## src/rtl/cga_scandbl_ctrl_if.sv

```systemverilog
// Signal bundle between the CGA-side timing source (master) and the
// line-doubler sequencer (slave).
interface cga_scandbl_ctrl_if;
  // No handshake: enable/hsync/vsync are level inputs in the clk domain,
  // line_reset is a 1-clk strobe, everything else is a registered level.
  logic       enable;
  logic       hsync;
  logic       vsync;
  logic       line_reset;
  logic       dbl_vsync;
  logic       locked;
  logic [9:0] dbl_line;
  logic [1:0] state_dbg;

  modport master (
    output enable, hsync, vsync,
    input  line_reset, dbl_vsync, locked, dbl_line, state_dbg
  );

  modport slave (
    input  enable, hsync, vsync,
    output line_reset, dbl_vsync, locked, dbl_line, state_dbg
  );
endinterface

```

## src/rtl/cga_scandbl_ctrl.sv

```systemverilog
// CGA line-doubler timing sequencer: qualifies hsync lock, issues per-line
// buffer-swap pulses and produces doubled-rate vsync and line count.
module cga_scandbl_ctrl #(
  parameter int HTOTAL       = 1824,
  parameter int HTOL         = 32,
  parameter int LOCK_LINES   = 4,
  parameter int TIMEOUT      = 4095,
  parameter int VS_DBL_LINES = 2
) (
  input  logic               clk,
  input  logic               reset_n,
  cga_scandbl_ctrl_if.slave  bus
);

  localparam int GW = $clog2(LOCK_LINES + 1);
  localparam int CW = $clog2(VS_DBL_LINES + 1);

  localparam logic [11:0]   WIN_LO   = 12'(HTOTAL - HTOL);
  localparam logic [11:0]   WIN_HI   = 12'(HTOTAL + HTOL);
  localparam logic [11:0]   MID_CNT  = 12'(HTOTAL / 2 - 1);
  localparam logic [11:0]   TMO_CNT  = 12'(TIMEOUT);
  localparam logic [GW-1:0] LOCK_CNT = GW'(LOCK_LINES);
  localparam logic [CW-1:0] VS_CNT   = CW'(VS_DBL_LINES);
  localparam logic [CW-1:0] VS_ONE   = CW'(1);

  typedef enum logic [1:0] {
    SEARCH  = 2'd0,
    MEASURE = 2'd1,
    LOCKED  = 2'd2
  } state_t;

  state_t      state_q, state_d;
  logic        hs_s1_q, hs_s1_d, hs_s2_q, hs_s2_d, hs_rise_q, hs_rise_d;
  logic        vs_s1_q, vs_s1_d, vs_s2_q, vs_s2_d, vs_rise_q, vs_rise_d;
  logic [11:0] pcnt_q, pcnt_d;
  logic [GW-1:0] good_q, good_d;
  logic [CW-1:0] vs_cnt_q, vs_cnt_d;
  logic [9:0]  dbl_line_q, dbl_line_d;
  logic        line_reset_q, line_reset_d;
  logic        dbl_vsync_q, dbl_vsync_d;
  logic        locked_q, locked_d;

  logic        in_win;
  logic        timeout;
  logic        stay_locked;
  logic        tick;

  always_comb begin
    hs_s1_d   = bus.hsync;
    hs_s2_d   = hs_s1_q;
    hs_rise_d = hs_s1_q & ~hs_s2_q;
    vs_s1_d   = bus.vsync;
    vs_s2_d   = vs_s1_q;
    vs_rise_d = vs_s1_q & ~vs_s2_q;

    // Rises are registered so the swap pulse lands 3 clk after the pin edge.
    if (hs_rise_q)               pcnt_d = 12'd0;
    else if (pcnt_q == TMO_CNT)  pcnt_d = pcnt_q;
    else                         pcnt_d = pcnt_q + 12'd1;

    timeout = (pcnt_d == TMO_CNT);
    in_win  = (pcnt_q >= WIN_LO) && (pcnt_q <= WIN_HI);

    state_d = state_q;
    good_d  = good_q;
    case (state_q)
      SEARCH: begin
        if (hs_rise_q) begin
          state_d = MEASURE;
          good_d  = '0;
        end
      end
      MEASURE: begin
        if (hs_rise_q) begin
          if (in_win) begin
            good_d = good_q + GW'(1);
            if (good_d == LOCK_CNT) state_d = LOCKED;
          end else begin
            good_d = '0;
          end
        end else if (timeout) begin
          state_d = SEARCH;
        end
      end
      LOCKED: begin
        if (hs_rise_q && !in_win) begin
          state_d = MEASURE;
          good_d  = '0;
        end else if (timeout) begin
          state_d = SEARCH;
        end
      end
      default: begin
        state_d = SEARCH;
        good_d  = '0;
      end
    endcase

    if (!bus.enable) begin
      state_d = SEARCH;
      good_d  = '0;
    end

    // Output-side activity only happens while locked on both sides of the edge;
    // the edge that leaves LOCKED freezes dbl_line and clears dbl_vsync.
    stay_locked  = (state_q == LOCKED) && (state_d == LOCKED);
    line_reset_d = hs_rise_q && stay_locked;
    tick         = line_reset_d || (stay_locked && (pcnt_q == MID_CNT));
    locked_d     = (state_d == LOCKED);

    dbl_line_d = dbl_line_q;
    if (stay_locked) begin
      if (vs_rise_q)                            dbl_line_d = 10'd0;
      else if (tick && (dbl_line_q != 10'h3FF)) dbl_line_d = dbl_line_q + 10'd1;
    end

    dbl_vsync_d = dbl_vsync_q;
    vs_cnt_d    = vs_cnt_q;
    if (!stay_locked) begin
      dbl_vsync_d = 1'b0;
      vs_cnt_d    = '0;
    end else if (vs_rise_q) begin
      dbl_vsync_d = 1'b1;
      vs_cnt_d    = VS_CNT;
    end else if (tick && dbl_vsync_q) begin
      vs_cnt_d = vs_cnt_q - VS_ONE;
      if (vs_cnt_q == VS_ONE) dbl_vsync_d = 1'b0;
    end
  end

  always_ff @(posedge clk) begin
    if (!reset_n) begin
      state_q      <= SEARCH;
      hs_s1_q      <= 1'b0;
      hs_s2_q      <= 1'b0;
      hs_rise_q    <= 1'b0;
      vs_s1_q      <= 1'b0;
      vs_s2_q      <= 1'b0;
      vs_rise_q    <= 1'b0;
      pcnt_q       <= 12'd0;
      good_q       <= '0;
      vs_cnt_q     <= '0;
      dbl_line_q   <= 10'd0;
      line_reset_q <= 1'b0;
      dbl_vsync_q  <= 1'b0;
      locked_q     <= 1'b0;
    end else begin
      state_q      <= state_d;
      hs_s1_q      <= hs_s1_d;
      hs_s2_q      <= hs_s2_d;
      hs_rise_q    <= hs_rise_d;
      vs_s1_q      <= vs_s1_d;
      vs_s2_q      <= vs_s2_d;
      vs_rise_q    <= vs_rise_d;
      pcnt_q       <= pcnt_d;
      good_q       <= good_d;
      vs_cnt_q     <= vs_cnt_d;
      dbl_line_q   <= dbl_line_d;
      line_reset_q <= line_reset_d;
      dbl_vsync_q  <= dbl_vsync_d;
      locked_q     <= locked_d;
    end
  end

  assign bus.line_reset = line_reset_q;
  assign bus.dbl_vsync  = dbl_vsync_q;
  assign bus.locked     = locked_q;
  assign bus.dbl_line   = dbl_line_q;
  assign bus.state_dbg  = state_q;

endmodule

```

## src/flat_wrapper.sv

```systemverilog
// flat-port wrapper written by rule: the top's interface ports become plain ports
module cga_scandbl_ctrl_flat 
#(
  parameter int HTOTAL       = 1824,
  parameter int HTOL         = 32,
  parameter int LOCK_LINES   = 4,
  parameter int TIMEOUT      = 4095,
  parameter int VS_DBL_LINES = 2
)
  (clk, reset_n, bus_enable, bus_hsync, bus_vsync, bus_line_reset, bus_dbl_vsync, bus_locked, bus_dbl_line, bus_state_dbg);
  cga_scandbl_ctrl_if bus_i ();
  input  logic clk;
  input  logic reset_n;
  input wire logic [$bits(bus_i.enable)-1:0] bus_enable;
  input wire logic [$bits(bus_i.hsync)-1:0] bus_hsync;
  input wire logic [$bits(bus_i.vsync)-1:0] bus_vsync;
  output wire logic [$bits(bus_i.line_reset)-1:0] bus_line_reset;
  output wire logic [$bits(bus_i.dbl_vsync)-1:0] bus_dbl_vsync;
  output wire logic [$bits(bus_i.locked)-1:0] bus_locked;
  output wire logic [$bits(bus_i.dbl_line)-1:0] bus_dbl_line;
  output wire logic [$bits(bus_i.state_dbg)-1:0] bus_state_dbg;
  assign bus_i.enable = bus_enable;
  assign bus_i.hsync = bus_hsync;
  assign bus_i.vsync = bus_vsync;
  assign bus_line_reset = bus_i.line_reset;
  assign bus_dbl_vsync = bus_i.dbl_vsync;
  assign bus_locked = bus_i.locked;
  assign bus_dbl_line = bus_i.dbl_line;
  assign bus_state_dbg = bus_i.state_dbg;
  cga_scandbl_ctrl #(.HTOTAL(HTOTAL), .HTOL(HTOL), .LOCK_LINES(LOCK_LINES), .TIMEOUT(TIMEOUT), .VS_DBL_LINES(VS_DBL_LINES)) u_core (.clk(clk), .reset_n(reset_n), .bus(bus_i));
endmodule
```

## config.mk

```make
export PLATFORM = sky130hd
export DESIGN_NAME = cga_scandbl_ctrl_flat
export DESIGN_NICKNAME = d
export VERILOG_FILES = /design/src/rtl/cga_scandbl_ctrl_if.sv /design/src/rtl/cga_scandbl_ctrl.sv /design/src/flat_wrapper.sv
export SDC_FILE = /design/constraint.sdc
export NUM_CORES = 1
export LEC_CHECK = 0
export CAP_MARGIN = 20
export CORE_MARGIN = 2
export CORE_UTILIZATION = 55
export CTS_CLUSTER_SIZE = 40
export DETAILED_ROUTE_END_ITERATION = 12
export GPL_TIMING_DRIVEN = 0
export PLACE_DENSITY = 0.85
export RECOVER_POWER = 50
export SYNTH_ARGS = -nofsm -noshare
export SYNTH_HDL_FRONTEND = slang
export SYNTH_SLANG_ARGS = --single-unit
```

## constraint.sdc

```tcl
create_clock -name clk -period 3 [get_ports clk]
set_clock_uncertainty 0.2 [all_clocks]
set_input_delay 0.6 -clock clk [delete_from_list [all_inputs] [get_ports clk]]
set_output_delay 0.6 -clock clk [all_outputs]
set_load 0.05 [all_outputs]
```

After elaboration in Yosys (flattened, before gate mapping):

Cells that the tools add are included.

* multiplexer cells: 22
* bitwise gates (word level): 6
* reductions and logical operators: 19
* add/subtract/negate cells: 4
* order comparisons: 2
* equal/unequal tests: 12

Operator list (number)
* equality test 12 bit (second input constant): 2
* two-way mux 12 bit: 2
* two-way mux 10 bit: 2
* two-way mux 2 bit: 9
* adder 12 x 1 -> 12 bit (second input constant): 1
* equality test 12 x 10 -> 1 bit (second input constant): 1
* greater-or-equal comparator 12 x 11 -> 1 bit (second input constant): 1
* less-or-equal comparator 12 x 11 -> 1 bit (second input constant): 1
* two-way mux 3 bit: 4
* adder 10 x 1 -> 10 bit (second input constant): 1
* != test 10 bit (second input constant): 1
* case mux 3 bit (3 select lines): 1
* AND reduction 2 bit: 4
* logical AND 1 bit: 7
* != test 2 x 1 -> 1 bit (second input constant): 3
* case mux 2 bit (3 select lines): 1
* nonzero test 2 bit: 3
* equality test 2 x 1 -> 1 bit (second input constant): 2
* equality test 2 bit (second input constant): 2
* inverter 1 bit: 4
* adder 3 x 1 -> 3 bit (second input constant): 1
* equality test 3 bit (second input constant): 1
* two-way mux 1 bit: 3
* AND reduction 3 bit: 1
* other kinds (6): 7

* bits in registers: 38
* output and inout port bits: 15

Depth between registers and ports, before layout:

* depth in word-level cells: 15
* gate-level depth with buffers: 11
* mapped depth without buffers: 8

Worst setup path after synthesis:

OpenSTA, ideal clock, no wires.

* kind: register -> register
* start: reg u_core.pcnt_q[3]
* end: reg u_core.dbl_line_q[2] (netlist: u_core.bus.dbl_line[2])
* required time: 2.650 ns
* setup slack: 0.337 ns
* buffers on the path: 2
* cell stages (with the launch flop): 10
* clock period less this slack: 2.663 ns
* arrival time: 2.313 ns
* cells stage by stage: dfxtp_1 -> buf_2 -> nand4_1 -> nor4_1 -> mux2_2 -> and3_1 -> and4_4 -> buf_4 -> o31ai_1 -> a21oi_1

* word-level cells in the longest chain between the ends: 15
* elaborated cells between the ends (all ways): 25
* classes of those cells: add/sub (1); order compare (2); eq/ne (4); mux (8); reduce/logical (10)

Ends and longest elaborated chain
* start, declared: RTL line cga_scandbl_ctrl.sv:35 `logic [11:0] pcnt_q, pcnt_d;`
* start signal, assigned: RTL line cga_scandbl_ctrl.sv:155 `pcnt_q <= pcnt_d;`
* adder 12 x 1 -> 12 bit or equality test 12 bit (tied branches): RTL line cga_scandbl_ctrl.sv:59, cga_scandbl_ctrl.sv:58
* two-way mux 12 bit: RTL line cga_scandbl_ctrl.sv:58 `else if (pcnt_q == TMO_CNT) pcnt_d = pcnt_q;`
* two-way mux 12 bit: RTL line cga_scandbl_ctrl.sv:57 `if (hs_rise_q) pcnt_d = 12'd0;`
* equality test 12 bit: RTL line cga_scandbl_ctrl.sv:61 `timeout = (pcnt_d == TMO_CNT);`
* two-way mux 2 bit: RTL line cga_scandbl_ctrl.sv:81, cga_scandbl_ctrl.sv:89
* two-way mux 2 bit (on tied branches): RTL line cga_scandbl_ctrl.sv:86, cga_scandbl_ctrl.sv:74
* case mux 2 bit (3 select lines): RTL line cga_scandbl_ctrl.sv:66 `case (state_q)`
* two-way mux 2 bit: RTL line cga_scandbl_ctrl.sv:99 `if (!bus.enable) begin`
* equality test 2 bit: RTL line cga_scandbl_ctrl.sv:106 `stay_locked = (state_q == LOCKED) && (state_d == LOCKED);`
* logical AND 1 bit: RTL line cga_scandbl_ctrl.sv:106
* logical AND 1 bit (on tied branches): RTL line cga_scandbl_ctrl.sv:107, cga_scandbl_ctrl.sv:108
* logical OR 1 bit: RTL line cga_scandbl_ctrl.sv:108 `tick = line_reset_d || (stay_locked && (pcnt_q == MID_CNT));`
* logical AND 1 bit: RTL line cga_scandbl_ctrl.sv:114 `else if (tick && (dbl_line_q != 10'h3FF)) dbl_line_d = dbl_line_q + 10'd1;`
* nonzero test 2 bit (no source line)
* AND reduction 2 bit (no source line) (*)
* end signal, assigned: RTL line cga_scandbl_ctrl.sv:158 `dbl_line_q <= dbl_line_d;`
* end, declared: RTL line cga_scandbl_ctrl.sv:38 `logic [9:0] dbl_line_q, dbl_line_d;`

Mark *: on every way between the ends. The rest lies on a longest branch, timed or not.
A chain may end at the register's enable or synchronous reset.

Worst setup path in the final report:

* start: reg u_core.pcnt_q[6]
* end: reg u_core.dbl_line_q[1] (netlist: u_core.bus.dbl_line[1])

The elaborated chain is that of the path after synthesis.

==> qor.txt <==
Setup crit end kind - flop
Slack of the critical path - 0.154 ns
Synthesized Nets - 251
Diode count - 0
CP Launch Point - u_core.pcnt_q[6]$_SDFF_PN0_
Drt pass-1 iters - 5
Starting Density - 56.3%
CTS tree - done
Initial DRC Count - 112
Maximum vdd ir drop - 0.000277 V
Crit path DAT - 2.86 ns
Worst r2r path cells - 9
Pin count of the biggest net entering global routing - 12
Clk buf depth - 2
Startpoint Class - flop
H-tree depth - 2
Synth area leader - dfxtp_1
Delay-heaviest family, CP - simple AND/OR/NAND/NOR gates
Status - finished, final reports clean
Post-Route WL - 4460 um
YS warnings - 0
Die Ht - 64.8 um
Clock transition at path regs - 0.07 ns
Crit path capture - u_core.bus.dbl_line[1]$_SDFFE_PN0P_
I/O pins - 20
Worst path cell trace - clkbuf_4, nand4_1, nor4_2, mux2_2, and3_1, and4_4, buf_4, or4b_1, a21oi_1
Synth Register Bits - 38
Global-route wire length before repair - 7430 um
Inst Count DP - 307
Dpl ws - -0.168 ns
I/O Buffers - 19
Cell Pwr Density - 375 mW/mm2
Vias/cell - 6.12
Synth area leaders - dfxtp_1, a21oi_1, nand3_1
Total core area - 0.00361 mm2
Fill count - 300
CP Class - flop to flop
Most common library cell in the layout ignoring fill and taps - dfxtp_1
Initial antenna violation count - 0
Chip width - 64.8 um
Rel. slew slack - 46.2%
Period utilisation layout - 94.9%
Netlist cell types - 52
Critical R2R Launch - u_core.pcnt_q[6]$_SDFF_PN0_
Seq/Total Area, Yosys - 37.5%
Worst path slowest cell - or4b_1
Final setup viols - 0
Post-synth EDFFs - 0
CP Max Fanout - 10
Final HPWL DP - 3130 um
DRC violations left - 0
CP bufs+invs - 2
Setup tns final - 0 ns
Final hold vios - 0
Reg2reg setup slack - 0.15 ns
CP required - 3.02 ns
Grt ovf - 0
Fraction of layout cells with a size suffix above 1 - 12.4%
Clock latency at the later pin of the worst-skew pair - 0.30 ns
Die ar. - 0.00419 mm2
Tot GR Track Use - 22.5%
Vias in the first global route - 1612
ANT nets after route - 0
Worst hold path type - flop to flop
WP depth - 9
Mapped Area - 0.00203 mm2
GPL Wtd Cong - 0.904
Routed vias - 1928
MaxCap Viol Count - 0
WL per Instance - 14.2 um
Ys async rst share - 0%
Max Slew Vio Count - 0
Worst slew pin tran - 0.787 ns
Most frequent cells in the layout - dfxtp_1, a21oi_1, clkdlybuf4s50_1
Inserted Clock Buffers - 5
CTS Sinks - 38
RSZ-0062 raised after global routing - true
FP Rows - 22
Root Buffer - clkbuf_8
Mapped Cells - 240
Area Overhead vs Synth - 18.9%
Synth Flop Type - dfxtp_1
Fin cells - 315
Yosys top cell area share - 37.5%
Max stage delay on crit path - 0.50 ns
Mean area per synthesized cell - 8.46 um2
# nets final - 278
Minimum clock period - 2.85 ns
Hold-fix buffers, CTS - 0
Fmax - 0.351 GHz
Static Leakage - 0.000828 uW
FF-to-FF End - u_core.bus.dbl_line[1]$_SDFFE_PN0P_
Total power draw - 905 uW
==> state kept, by name (all words and copies together), names as in the netlist, 2 cells and up <==
name and cells:
u_core.good_q 3, u_core.pcnt_q 12, u_core.bus.state_dbg 2, u_core.vs_cnt_q 2, u_core.bus.dbl_line 10
==> cell type report <==
type / instances / area, um2 / share of cell area, %
buffer: 14 / 75.1 / 3.11
clock buffer: 6 / 72.6 / 3.01
clock inverter: 1 / 7.51 / 0.311
inverter: 6 / 22.5 / 0.933
multi-input combinational: 182 / 1220 / 50.4
sequential: 38 / 762 / 31.6
tap: 48 / 60.1 / 2.49
timing repair buffer: 20 / 198 / 8.19
==> timing repair <==
action | in CTS | in global routing
gates resized for setup | 1 | 10
buffers inserted | 0 | 1
pin swaps | 0 | 0
gates cloned | 0 | 0
endpoints found under the setup margin | 7 | 15
==> power by group <==
part	leakage [uW]	internal [uW]	total [uW]	switching [uW]
logic	0.000483	19.5	48.2	28.7
registers	0.000308	512	518	6.48
clock network	0.0000373	159	338	179
total	0.000828	691	905	214
==> cell families (layout without fill, tap and decap cells) <==
logic type	after synthesis	count (layout)	synth area share, %
AOI/OAI and AO/OA	64	64	21.1
and+or+nand+nor	104	104	29.5
DFF	38	38	37.5
adders and majority gates	6	6	3.70
muxes	3	3	1.54
buffers and inverters	20	47	4.56
xor gates and xnor gates	5	5	2.16
==> layer usage <==
metal / GRT usage (%) / vias up / routed length (um) / part of all wire [%]
met5: 0 / - / 0 / 0
met4: 7.98 / 0 / 64 / 1.4
met3: 4.69 / 8 / 204 / 4.6
met2: 34.8 / 50 / 2140 / 48
met1: 31.0 / 913 / 2050 / 46
li1: - / 957 / - / -
==> worst min-delay path by stage <==
stage	slack, ns	cells after the start	start	to
6_report	0.18	1	u_core.vs_s2_q$_SDFF_PN0_	u_core.vs_rise_q$_SDFF_PN0_
5_1_grt	0.20	1	u_core.vs_s2_q$_SDFF_PN0_	u_core.vs_rise_q$_SDFF_PN0_
4_1_cts	0.19	1	u_core.vs_s2_q$_SDFF_PN0_	u_core.vs_rise_q$_SDFF_PN0_
3_5_place_dp	0.18	1	u_core.vs_s2_q$_SDFF_PN0_	u_core.vs_rise_q$_SDFF_PN0_
3_3_place_gp	0.17	1	u_core.vs_s2_q$_SDFF_PN0_	u_core.vs_rise_q$_SDFF_PN0_
2_1_floorplan	0.17	1	u_core.hs_s2_q$_SDFF_PN0_	u_core.hs_rise_q$_SDFF_PN0_
==> stage by stage <==
stage               util (%)  hold slack, ns  cell area, um2
floorplan                  -           0.167            2030
global placement        63.3           0.171            2280
detailed placement      63.3           0.179            2280
CTS                     65.6           0.189            2370
global route            66.9           0.196            2410
finish                  66.9           0.184            2410
==> Yosys cell counts, types with 5 or more instances <==
library cell	instances
a21oi_1	23
dfxtp_1	38
and2_1	10
or4_1	7
nor2_1	11
inv_1	6
nand2_1	14
o31ai_1	8
nand2b_1	6
and3_1	8
ha_1	6
or3_1	5
nand3_1	19
buf_2	8
o21ai_0	7
Note: power is estimated with default switching activity, not from simulation.
